==> config.mk <==
export PLATFORM = sky130hd
export DESIGN_NAME = pipe_hazard_ctrl_flat
export DESIGN_NICKNAME = d
export VERILOG_FILES = /design/src/rtl/hazard_pkg.sv /design/src/rtl/pipe_hazard_ctrl_if.sv /design/src/rtl/hazard_perf_cnt.sv /design/src/rtl/pipe_hazard_ctrl.sv /design/src/flat_wrapper.sv
export SDC_FILE = /design/constraint.sdc
export NUM_CORES = 1
export LEC_CHECK = 0
export ABC_AREA = 1
export CAP_MARGIN = 20
export CORE_MARGIN = 3
export CORE_UTILIZATION = 37
export CTS_BUF_LIST = sky130_fd_sc_hd__clkbuf_4 sky130_fd_sc_hd__clkbuf_8
export CTS_CLUSTER_SIZE = 20
export DETAILED_ROUTE_END_ITERATION = 10
export PLACE_DENSITY = 0.68
export SLEW_MARGIN = 20
export SYNTH_ARGS = -nofsm -noshare
export SYNTH_HDL_FRONTEND = slang
export SYNTH_SLANG_ARGS = --single-unit
==> constraint.sdc <==
create_clock -name clk -period 1.8 [get_ports clk]
set_input_delay 0.54 -clock clk [delete_from_list [all_inputs] [get_ports clk]]
set_output_delay 0.54 -clock clk [all_outputs]
set_load 0.005 [all_outputs]
==> src/rtl/hazard_pkg.sv <==
// rtl/hazard_pkg.sv - shared types for the pipeline hazard controller
package hazard_pkg;

  localparam int REG_W_DEF = 4;

  typedef enum logic [1:0] {
    RUN  = 2'd0,
    MEMW = 2'd1,
    SKIP = 2'd2
  } hz_state_e;

  typedef struct packed {
    logic stall_pc;
    logic stall_if_id;
    logic stall_id_ex;
    logic stall_ex_mem;
    logic flush_if_id;
    logic flush_id_ex;
    logic flush_mem_wb;
  } hz_ctrl_t;

  localparam hz_ctrl_t HZ_CTRL_IDLE = '0;

endpackage

==> src/rtl/pipe_hazard_ctrl_if.sv <==
// rtl/pipe_hazard_ctrl_if.sv - pipeline <-> hazard controller signal bundle
interface pipe_hazard_ctrl_if #(
  parameter int REG_W = hazard_pkg::REG_W_DEF
);

  logic [REG_W-1:0] id_rs1;
  logic [REG_W-1:0] id_rs2;
  logic             id_rs1_used;
  logic             id_rs2_used;
  logic [REG_W-1:0] ex_reg_dst;
  logic             ex_reg_wr;
  logic             ex_mem_rd;
  logic             ex_br_taken;
  logic             mem_req;
  logic             mem_ack;

  logic stall_pc;
  logic stall_if_id;
  logic stall_id_ex;
  logic stall_ex_mem;
  logic flush_if_id;
  logic flush_id_ex;
  logic flush_mem_wb;
  logic mem_err;
  logic busy;

  modport master (
    output id_rs1, id_rs2, id_rs1_used, id_rs2_used, ex_reg_dst, ex_reg_wr,
           ex_mem_rd, ex_br_taken, mem_req, mem_ack,
    input  stall_pc, stall_if_id, stall_id_ex, stall_ex_mem,
           flush_if_id, flush_id_ex, flush_mem_wb, mem_err, busy
  );

  modport slave (
    input  id_rs1, id_rs2, id_rs1_used, id_rs2_used, ex_reg_dst, ex_reg_wr,
           ex_mem_rd, ex_br_taken, mem_req, mem_ack,
    output stall_pc, stall_if_id, stall_id_ex, stall_ex_mem,
           flush_if_id, flush_id_ex, flush_mem_wb, mem_err, busy
  );

endinterface

==> src/rtl/hazard_perf_cnt.sv <==
// rtl/hazard_perf_cnt.sv - saturating stall/flush/timeout event counters
module hazard_perf_cnt #(
  parameter int CNT_W = 32
) (
  input  logic             clk,
  input  logic             rst,
  input  logic             inc_stall,
  input  logic             inc_flush,
  input  logic             inc_timeout,
  output logic [CNT_W-1:0] stall_cycles,
  output logic [CNT_W-1:0] flush_events,
  output logic [CNT_W-1:0] timeout_events
);

  always_ff @(posedge clk) begin
    if (rst) begin
      stall_cycles   <= '0;
      flush_events   <= '0;
      timeout_events <= '0;
    end else begin
      if (inc_stall && (stall_cycles != '1))
        stall_cycles <= stall_cycles + 1'b1;
      if (inc_flush && (flush_events != '1))
        flush_events <= flush_events + 1'b1;
      if (inc_timeout && (timeout_events != '1))
        timeout_events <= timeout_events + 1'b1;
    end
  end

endmodule

==> src/rtl/pipe_hazard_ctrl.sv <==
// rtl/pipe_hazard_ctrl.sv - stall/flush sequencer with memory-wait timeout
// Optional perf counters enabled by defining HAZARD_PERF_CNT_EN.
module pipe_hazard_ctrl
  import hazard_pkg::*;
#(
  parameter int REG_W       = REG_W_DEF,
  parameter int MEM_TIMEOUT = 64,
  parameter int CNT_W       = 32
) (
  input  logic             clk,
  input  logic             rst,
  pipe_hazard_ctrl_if.slave hz
`ifdef HAZARD_PERF_CNT_EN
  ,
  output logic [CNT_W-1:0] stall_cycles,
  output logic [CNT_W-1:0] flush_events,
  output logic [CNT_W-1:0] timeout_events
`endif
);

  localparam int TMR_W = $clog2(MEM_TIMEOUT + 1);

  if (MEM_TIMEOUT < 2 || CNT_W < 1 || REG_W < 1) begin : g_bad_param
    $error("pipe_hazard_ctrl: invalid parameter set");
  end

  hz_state_e        state_q, state_d;
  logic [TMR_W-1:0] timer_q, timer_d;
  logic             err_q, err_d;
  hz_ctrl_t         ctrl;
  logic             mem_wait;
  logic             load_use;
  logic [REG_W-1:0] dst;

  assign dst      = hz.ex_reg_dst;
  assign mem_wait = hz.mem_req & ~hz.mem_ack & (state_q != SKIP);
  assign load_use = hz.ex_mem_rd & hz.ex_reg_wr & (dst != '0) &
                    ((hz.id_rs1_used & (hz.id_rs1 == dst)) |
                     (hz.id_rs2_used & (hz.id_rs2 == dst)));

  // Priority mux; everything is forced idle while reset is held.
  always_comb begin
    ctrl = HZ_CTRL_IDLE;
    if (!rst) begin
      if (mem_wait) begin
        ctrl.stall_pc     = 1'b1;
        ctrl.stall_if_id  = 1'b1;
        ctrl.stall_id_ex  = 1'b1;
        ctrl.stall_ex_mem = 1'b1;
        ctrl.flush_mem_wb = 1'b1;
      end else if (hz.ex_br_taken) begin
        ctrl.flush_if_id  = 1'b1;
        ctrl.flush_id_ex  = 1'b1;
      end else if (load_use) begin
        ctrl.stall_pc     = 1'b1;
        ctrl.stall_if_id  = 1'b1;
        ctrl.flush_id_ex  = 1'b1;
      end
    end
  end

  always_comb begin
    state_d = state_q;
    timer_d = timer_q;
    err_d   = err_q;
    unique case (state_q)
      RUN: begin
        if (mem_wait) begin
          state_d = MEMW;
          timer_d = TMR_W'(1);
        end
      end
      MEMW: begin
        if (!mem_wait) begin
          state_d = RUN;
          timer_d = '0;
        end else if (timer_q == TMR_W'(MEM_TIMEOUT - 1)) begin
          state_d = SKIP;
          timer_d = '0;
          err_d   = 1'b1;
        end else if (timer_q != '1) begin
          timer_d = timer_q + 1'b1;
        end
      end
      // The stalled access is abandoned: one free cycle, then normal operation.
      SKIP: begin
        state_d = RUN;
        timer_d = '0;
      end
      default: begin
        state_d = RUN;
        timer_d = '0;
      end
    endcase
  end

  always_ff @(posedge clk) begin
    if (rst) begin
      state_q <= RUN;
      timer_q <= '0;
      err_q   <= 1'b0;
    end else begin
      state_q <= state_d;
      timer_q <= timer_d;
      err_q   <= err_d;
    end
  end

  assign hz.stall_pc     = ctrl.stall_pc;
  assign hz.stall_if_id  = ctrl.stall_if_id;
  assign hz.stall_id_ex  = ctrl.stall_id_ex;
  assign hz.stall_ex_mem = ctrl.stall_ex_mem;
  assign hz.flush_if_id  = ctrl.flush_if_id;
  assign hz.flush_id_ex  = ctrl.flush_id_ex;
  assign hz.flush_mem_wb = ctrl.flush_mem_wb;
  assign hz.mem_err      = err_q & ~rst;
  assign hz.busy         = (state_q != RUN) & ~rst;

`ifdef HAZARD_PERF_CNT_EN
  hazard_perf_cnt #(.CNT_W(CNT_W)) u_perf (
    .clk            (clk),
    .rst            (rst),
    .inc_stall      (ctrl.stall_pc),
    .inc_flush      (ctrl.flush_if_id | ctrl.flush_id_ex),
    .inc_timeout    ((state_q == MEMW) && (state_d == SKIP)),
    .stall_cycles   (stall_cycles),
    .flush_events   (flush_events),
    .timeout_events (timeout_events)
  );
`endif

endmodule
==> src/flat_wrapper.sv <==
// flat-port wrapper written by rule: the top's interface ports become plain ports
module pipe_hazard_ctrl_flat import hazard_pkg::*;
#(
  parameter int REG_W       = REG_W_DEF,
  parameter int MEM_TIMEOUT = 64,
  parameter int CNT_W       = 32
)
  (clk, rst, hz_id_rs1, hz_id_rs2, hz_id_rs1_used, hz_id_rs2_used, hz_ex_reg_dst, hz_ex_reg_wr, hz_ex_mem_rd, hz_ex_br_taken, hz_mem_req, hz_mem_ack, hz_stall_pc, hz_stall_if_id, hz_stall_id_ex, hz_stall_ex_mem, hz_flush_if_id, hz_flush_id_ex, hz_flush_mem_wb, hz_mem_err, hz_busy);
  pipe_hazard_ctrl_if #(.REG_W(REG_W)) hz_i ();
  input  logic clk;
  input  logic rst;
  input wire logic [$bits(hz_i.id_rs1)-1:0] hz_id_rs1;
  input wire logic [$bits(hz_i.id_rs2)-1:0] hz_id_rs2;
  input wire logic [$bits(hz_i.id_rs1_used)-1:0] hz_id_rs1_used;
  input wire logic [$bits(hz_i.id_rs2_used)-1:0] hz_id_rs2_used;
  input wire logic [$bits(hz_i.ex_reg_dst)-1:0] hz_ex_reg_dst;
  input wire logic [$bits(hz_i.ex_reg_wr)-1:0] hz_ex_reg_wr;
  input wire logic [$bits(hz_i.ex_mem_rd)-1:0] hz_ex_mem_rd;
  input wire logic [$bits(hz_i.ex_br_taken)-1:0] hz_ex_br_taken;
  input wire logic [$bits(hz_i.mem_req)-1:0] hz_mem_req;
  input wire logic [$bits(hz_i.mem_ack)-1:0] hz_mem_ack;
  output wire logic [$bits(hz_i.stall_pc)-1:0] hz_stall_pc;
  output wire logic [$bits(hz_i.stall_if_id)-1:0] hz_stall_if_id;
  output wire logic [$bits(hz_i.stall_id_ex)-1:0] hz_stall_id_ex;
  output wire logic [$bits(hz_i.stall_ex_mem)-1:0] hz_stall_ex_mem;
  output wire logic [$bits(hz_i.flush_if_id)-1:0] hz_flush_if_id;
  output wire logic [$bits(hz_i.flush_id_ex)-1:0] hz_flush_id_ex;
  output wire logic [$bits(hz_i.flush_mem_wb)-1:0] hz_flush_mem_wb;
  output wire logic [$bits(hz_i.mem_err)-1:0] hz_mem_err;
  output wire logic [$bits(hz_i.busy)-1:0] hz_busy;
  assign hz_i.id_rs1 = hz_id_rs1;
  assign hz_i.id_rs2 = hz_id_rs2;
  assign hz_i.id_rs1_used = hz_id_rs1_used;
  assign hz_i.id_rs2_used = hz_id_rs2_used;
  assign hz_i.ex_reg_dst = hz_ex_reg_dst;
  assign hz_i.ex_reg_wr = hz_ex_reg_wr;
  assign hz_i.ex_mem_rd = hz_ex_mem_rd;
  assign hz_i.ex_br_taken = hz_ex_br_taken;
  assign hz_i.mem_req = hz_mem_req;
  assign hz_i.mem_ack = hz_mem_ack;
  assign hz_stall_pc = hz_i.stall_pc;
  assign hz_stall_if_id = hz_i.stall_if_id;
  assign hz_stall_id_ex = hz_i.stall_id_ex;
  assign hz_stall_ex_mem = hz_i.stall_ex_mem;
  assign hz_flush_if_id = hz_i.flush_if_id;
  assign hz_flush_id_ex = hz_i.flush_id_ex;
  assign hz_flush_mem_wb = hz_i.flush_mem_wb;
  assign hz_mem_err = hz_i.mem_err;
  assign hz_busy = hz_i.busy;
  pipe_hazard_ctrl #(.REG_W(REG_W), .MEM_TIMEOUT(MEM_TIMEOUT), .CNT_W(CNT_W)) u_core (.clk(clk), .rst(rst), .hz(hz_i));
endmodule
==> impl_summary.log <==
[metrics] highest achievable clock rate: 540 MHz
[metrics] number of optimization iterations in the first detailed-route pass: 4
[metrics] net switching power: 164 µW
[metrics] overall overflow remaining after global route: 0
[metrics] R2R Path End: u_core.timer_q[1]
[metrics] commonest cells after routing, fill and taps aside: 41 x sky130_fd_sc_hd__nand2_1, 16 x sky130_fd_sc_hd__inv_1, 13 x sky130_fd_sc_hd__nor2_1, 13 x sky130_fd_sc_hd__buf_2, 12 x sky130_fd_sc_hd__buf_4
[metrics] most common cell after layout, fill and taps aside: sky130_fd_sc_hd__nand2_1
[metrics] launch point of the critical path: hz_id_rs2_used
[metrics] relative slew slack: 82.8%
[metrics] type of element capturing the critical path: output port
[metrics] Startpoint Class: primary input
[metrics] transition time at the pin with the least slew margin: 0.257 ns
[metrics] fraction of power consumed by sequential logic: 42.1%
[metrics] maximum ir drop on the vdd rail: 0.000348 V
[metrics] fraction of power spent switching nets: 29.9%
[metrics] final total negative setup slack: -0.101 ns
[metrics] clock network latency to the later pin of the worst-skew pair: 0.27 ns
[metrics] placed wire-length estimate after detailed placement: 1650 µm
[metrics] vertical die dimension: 52.8 µm
[metrics] placement-stage cell area: 1170 µm²
[metrics] HP Class: reg2reg
[metrics] worst-case hold path end point: u_core.timer_q[6]
[metrics] Period minus WS final: 1.85 ns
[metrics] Total Wirelength: 2040 µm
[metrics] maximum root-to-sink buffer count: 2
[metrics] max-slew violation total from the final report: 0
[metrics] Layout area overhead: 48.5%
[metrics] flop2flop setup slack: 0.48 ns
[metrics] number of nets in the layout: 201
[metrics] Gate power share: 28.4%
[metrics] Remaining DRCs: 0
[metrics] number of buffers created by CTS: 3
[metrics] CTS tree: yes
[metrics] average cell area after synthesis: 5.95 µm²
[metrics] Worst Hold Launch: u_core.timer_q[6]
[metrics] sequential element share of the synthesized area: 24.7%
[metrics] core region area: 2020 µm²
[metrics] Hold Path Cell Cnt: 2
[metrics] crit path DAT: 1.31 ns
[metrics] via count of the first global-routing pass: 811
[metrics] Antenna Violating Nets Remaining: 0
[metrics] number of filler instances in the final layout: 213
[metrics] first-pass GRT wire length: 3520 µm
[metrics] unrepaired setup endpoints after global routing: yes
[metrics] Ant. Diodes: 0
[metrics] master cell of the clock root buffer: sky130_fd_sc_hd__clkbuf_4
[metrics] Syn Std Cell Area: 810 µm²
[metrics] total non-filler cell area in the finished layout: 1200 µm²
[metrics] Critical Path Fanout Max: 2
[metrics] number of nets produced by synthesis: 158
[metrics] CTS H-tree depth: 1
[metrics] site row count: 16
[metrics] final clock period utilization by the worst path: 103%
[metrics] per-cell via count in the routed design: 4.58
[metrics] worst setup path class: in2out
[metrics] Lkg Pwr: 0.642 nW
[metrics] number of vias in the routed layout: 934
[metrics] Chip Width: 52.8 µm
[metrics] die area: 2790 µm²
[metrics] clock slew seen by the registers of the worst setup and hold paths: 0.07 ns
[metrics] relative contribution of the clock network to total power: 29.5%
[metrics] Setup-failing EPs final: 2
[metrics] maximum number of pins on one net before global-route repair: 8
[metrics] number of buffer cells added on primary ports: 29
[metrics] Required @ worst endpoint: 1.26 ns
[metrics] count of yosys warnings during synthesis: 0
[metrics] Worst Hold Slack: 0.456 ns
[metrics] weighted congestion reported at the end of routability-driven placement: 0.851
[metrics] share of final-layout standard cells stronger than drive strength 1: 39.0%
[metrics] minimum setup slack in the final design: -0.0506 ns
[metrics] Final Hold Fails: 0
[metrics] number of storage elements in the synthesis netlist: 10
[metrics] initial antenna violation count: 0
[metrics] Post-Synthesis Cells: 136
[metrics] initial core utilization: 40.0%
[metrics] number of ports placed on the die boundary: 30
[metrics] pre-CTS WS: -0.919 ns
[metrics] count of distinct cell types in the synthesized netlist: 25
[metrics] 1st-iter DRT viols: 11
[metrics] final standard cell utilization of the core: 59.5%
[metrics] internal portion of total power: 384 µW
[metrics] maxcap violations: 0
[metrics] result of the run: complete, but fails checks
[metrics] worst clock skew: 0.00786 ns
[metrics] Most used DFF post-synth: sky130_fd_sc_hd__dfxtp_1
[metrics] hold_buf cts: 0
[metrics] Register-to-Register Path Depth: 8
[metrics] all-layer global routing usage: 17.2%
[metrics] sinks on the clock net: 10
[metrics] share of async-settable or async-resettable flops after synthesis: 0%
[metrics] violations in the final reports: negative setup slack
[metrics] worst flop-to-flop path startpoint: u_core.timer_q[0]
[metrics] pwr/cell area: 456 nW/µm²
[metrics] number of synthesized flops with an enable pin: 0
[metrics] per-cell routed wire length: 10.0 µm
cell type report:
class / count / area, µm² / area share, %
Multi-Input combinational cell: 98 / 520 / 43.3
Timing Repair Buffer: 42 / 330 / 27.5
Sequential cell: 10 / 200 / 16.6
Inverter: 24 / 95.1 / 7.91
Tap cell: 27 / 33.8 / 2.81
Clock buffer: 3 / 22.5 / 1.87
metrics by stage:
step	cells	power, mW
floorplan	136	0.306
global placement	197	0.390
detailed placement	197	0.391
CTS	203	0.543
global route	204	0.578
finish	204	0.549
Yosys cell counts, types with 2 or more instances:
cell                      number  share of area [%]
sky130_fd_sc_hd__dfxtp_1      10                 25
sky130_fd_sc_hd__nor2_2        3                2.3
sky130_fd_sc_hd__nand3_1      10                6.2
sky130_fd_sc_hd__nand2_4       2                2.8
sky130_fd_sc_hd__nand2_2       5                3.9
sky130_fd_sc_hd__buf_4         3                2.8
sky130_fd_sc_hd__nor2_1       16                7.4
sky130_fd_sc_hd__nand4_1       4                3.1
sky130_fd_sc_hd__inv_1        23                 11
sky130_fd_sc_hd__nand2_1      43                 20
sky130_fd_sc_hd__xnor2_1       2                2.2
sky130_fd_sc_hd__a21oi_2       2                2.2
cell families after synthesis:
kind of cell,after synthesis,synth area share [%]
buffers and inverters,28,14.5
adder cells (fa/ha/maj),1,1.55
XOR/XNOR,2,2.16
flip-flops,10,24.7
AO/OA/AOI/OAI,8,7.73
AND/OR/NAND/NOR,87,49.3
how the worst max path moves through the flow:
stage / endpoint / slack, ns / cells after the start
2_1_floorplan: hz_stall_pc / 0.11 / 8
3_3_place_gp: hz_stall_if_id / -0.90 / 10
3_5_place_dp: hz_stall_pc / -0.92 / 10
4_1_cts: hz_stall_pc / -0.08 / 10
5_1_grt: hz_stall_pc / -0.17 / 10
6_report: hz_stall_pc / -0.05 / 8
what timing repair did:
item                                    in CTS  in global routing
pin swaps                                   26                 11
endpoints found under the setup margin       9                  9
buffers inserted                             3                  1
gates resized for setup                    109                 15
metal layers:
metal	GRT usage, %	up-vias	share of wire [%]
met5	0	-	0
met4	5.11	0	0.69
met3	4.84	3	6.8
met2	27.7	26	47
met1	21.9	407	46
li1	-	498	-
power groups by stage:
stage                     registers [mW]  logic [mW]  clock network [mW]
after detailed placement           0.236       0.155                   0
final                              0.231       0.156               0.162
after CTS                          0.231       0.153               0.159
after floorplan                    0.235      0.0710                   0
after global placement             0.236       0.154                   0
after global routing               0.232       0.174               0.172
worst max-delay path: stages:
cell and delay (ns):
sky130_fd_sc_hd__dlygate4sd2_1 0.19, sky130_fd_sc_hd__nand2_1 0.06, sky130_fd_sc_hd__nor2_1 0.08, sky130_fd_sc_hd__nand3_1 0.08
sky130_fd_sc_hd__nand2_1 0.09, sky130_fd_sc_hd__nand3_1 0.08, sky130_fd_sc_hd__nand2_1 0.08, sky130_fd_sc_hd__buf_2 0.11
flip-flops by register name (all words and copies together), names as in the netlist:
| name | flops |
|---|---|
| u_core.err_q | 1 |
| u_core.state_q | 2 |
| u_core.timer_q | 7 |
(Power assumes the default switching activity.)
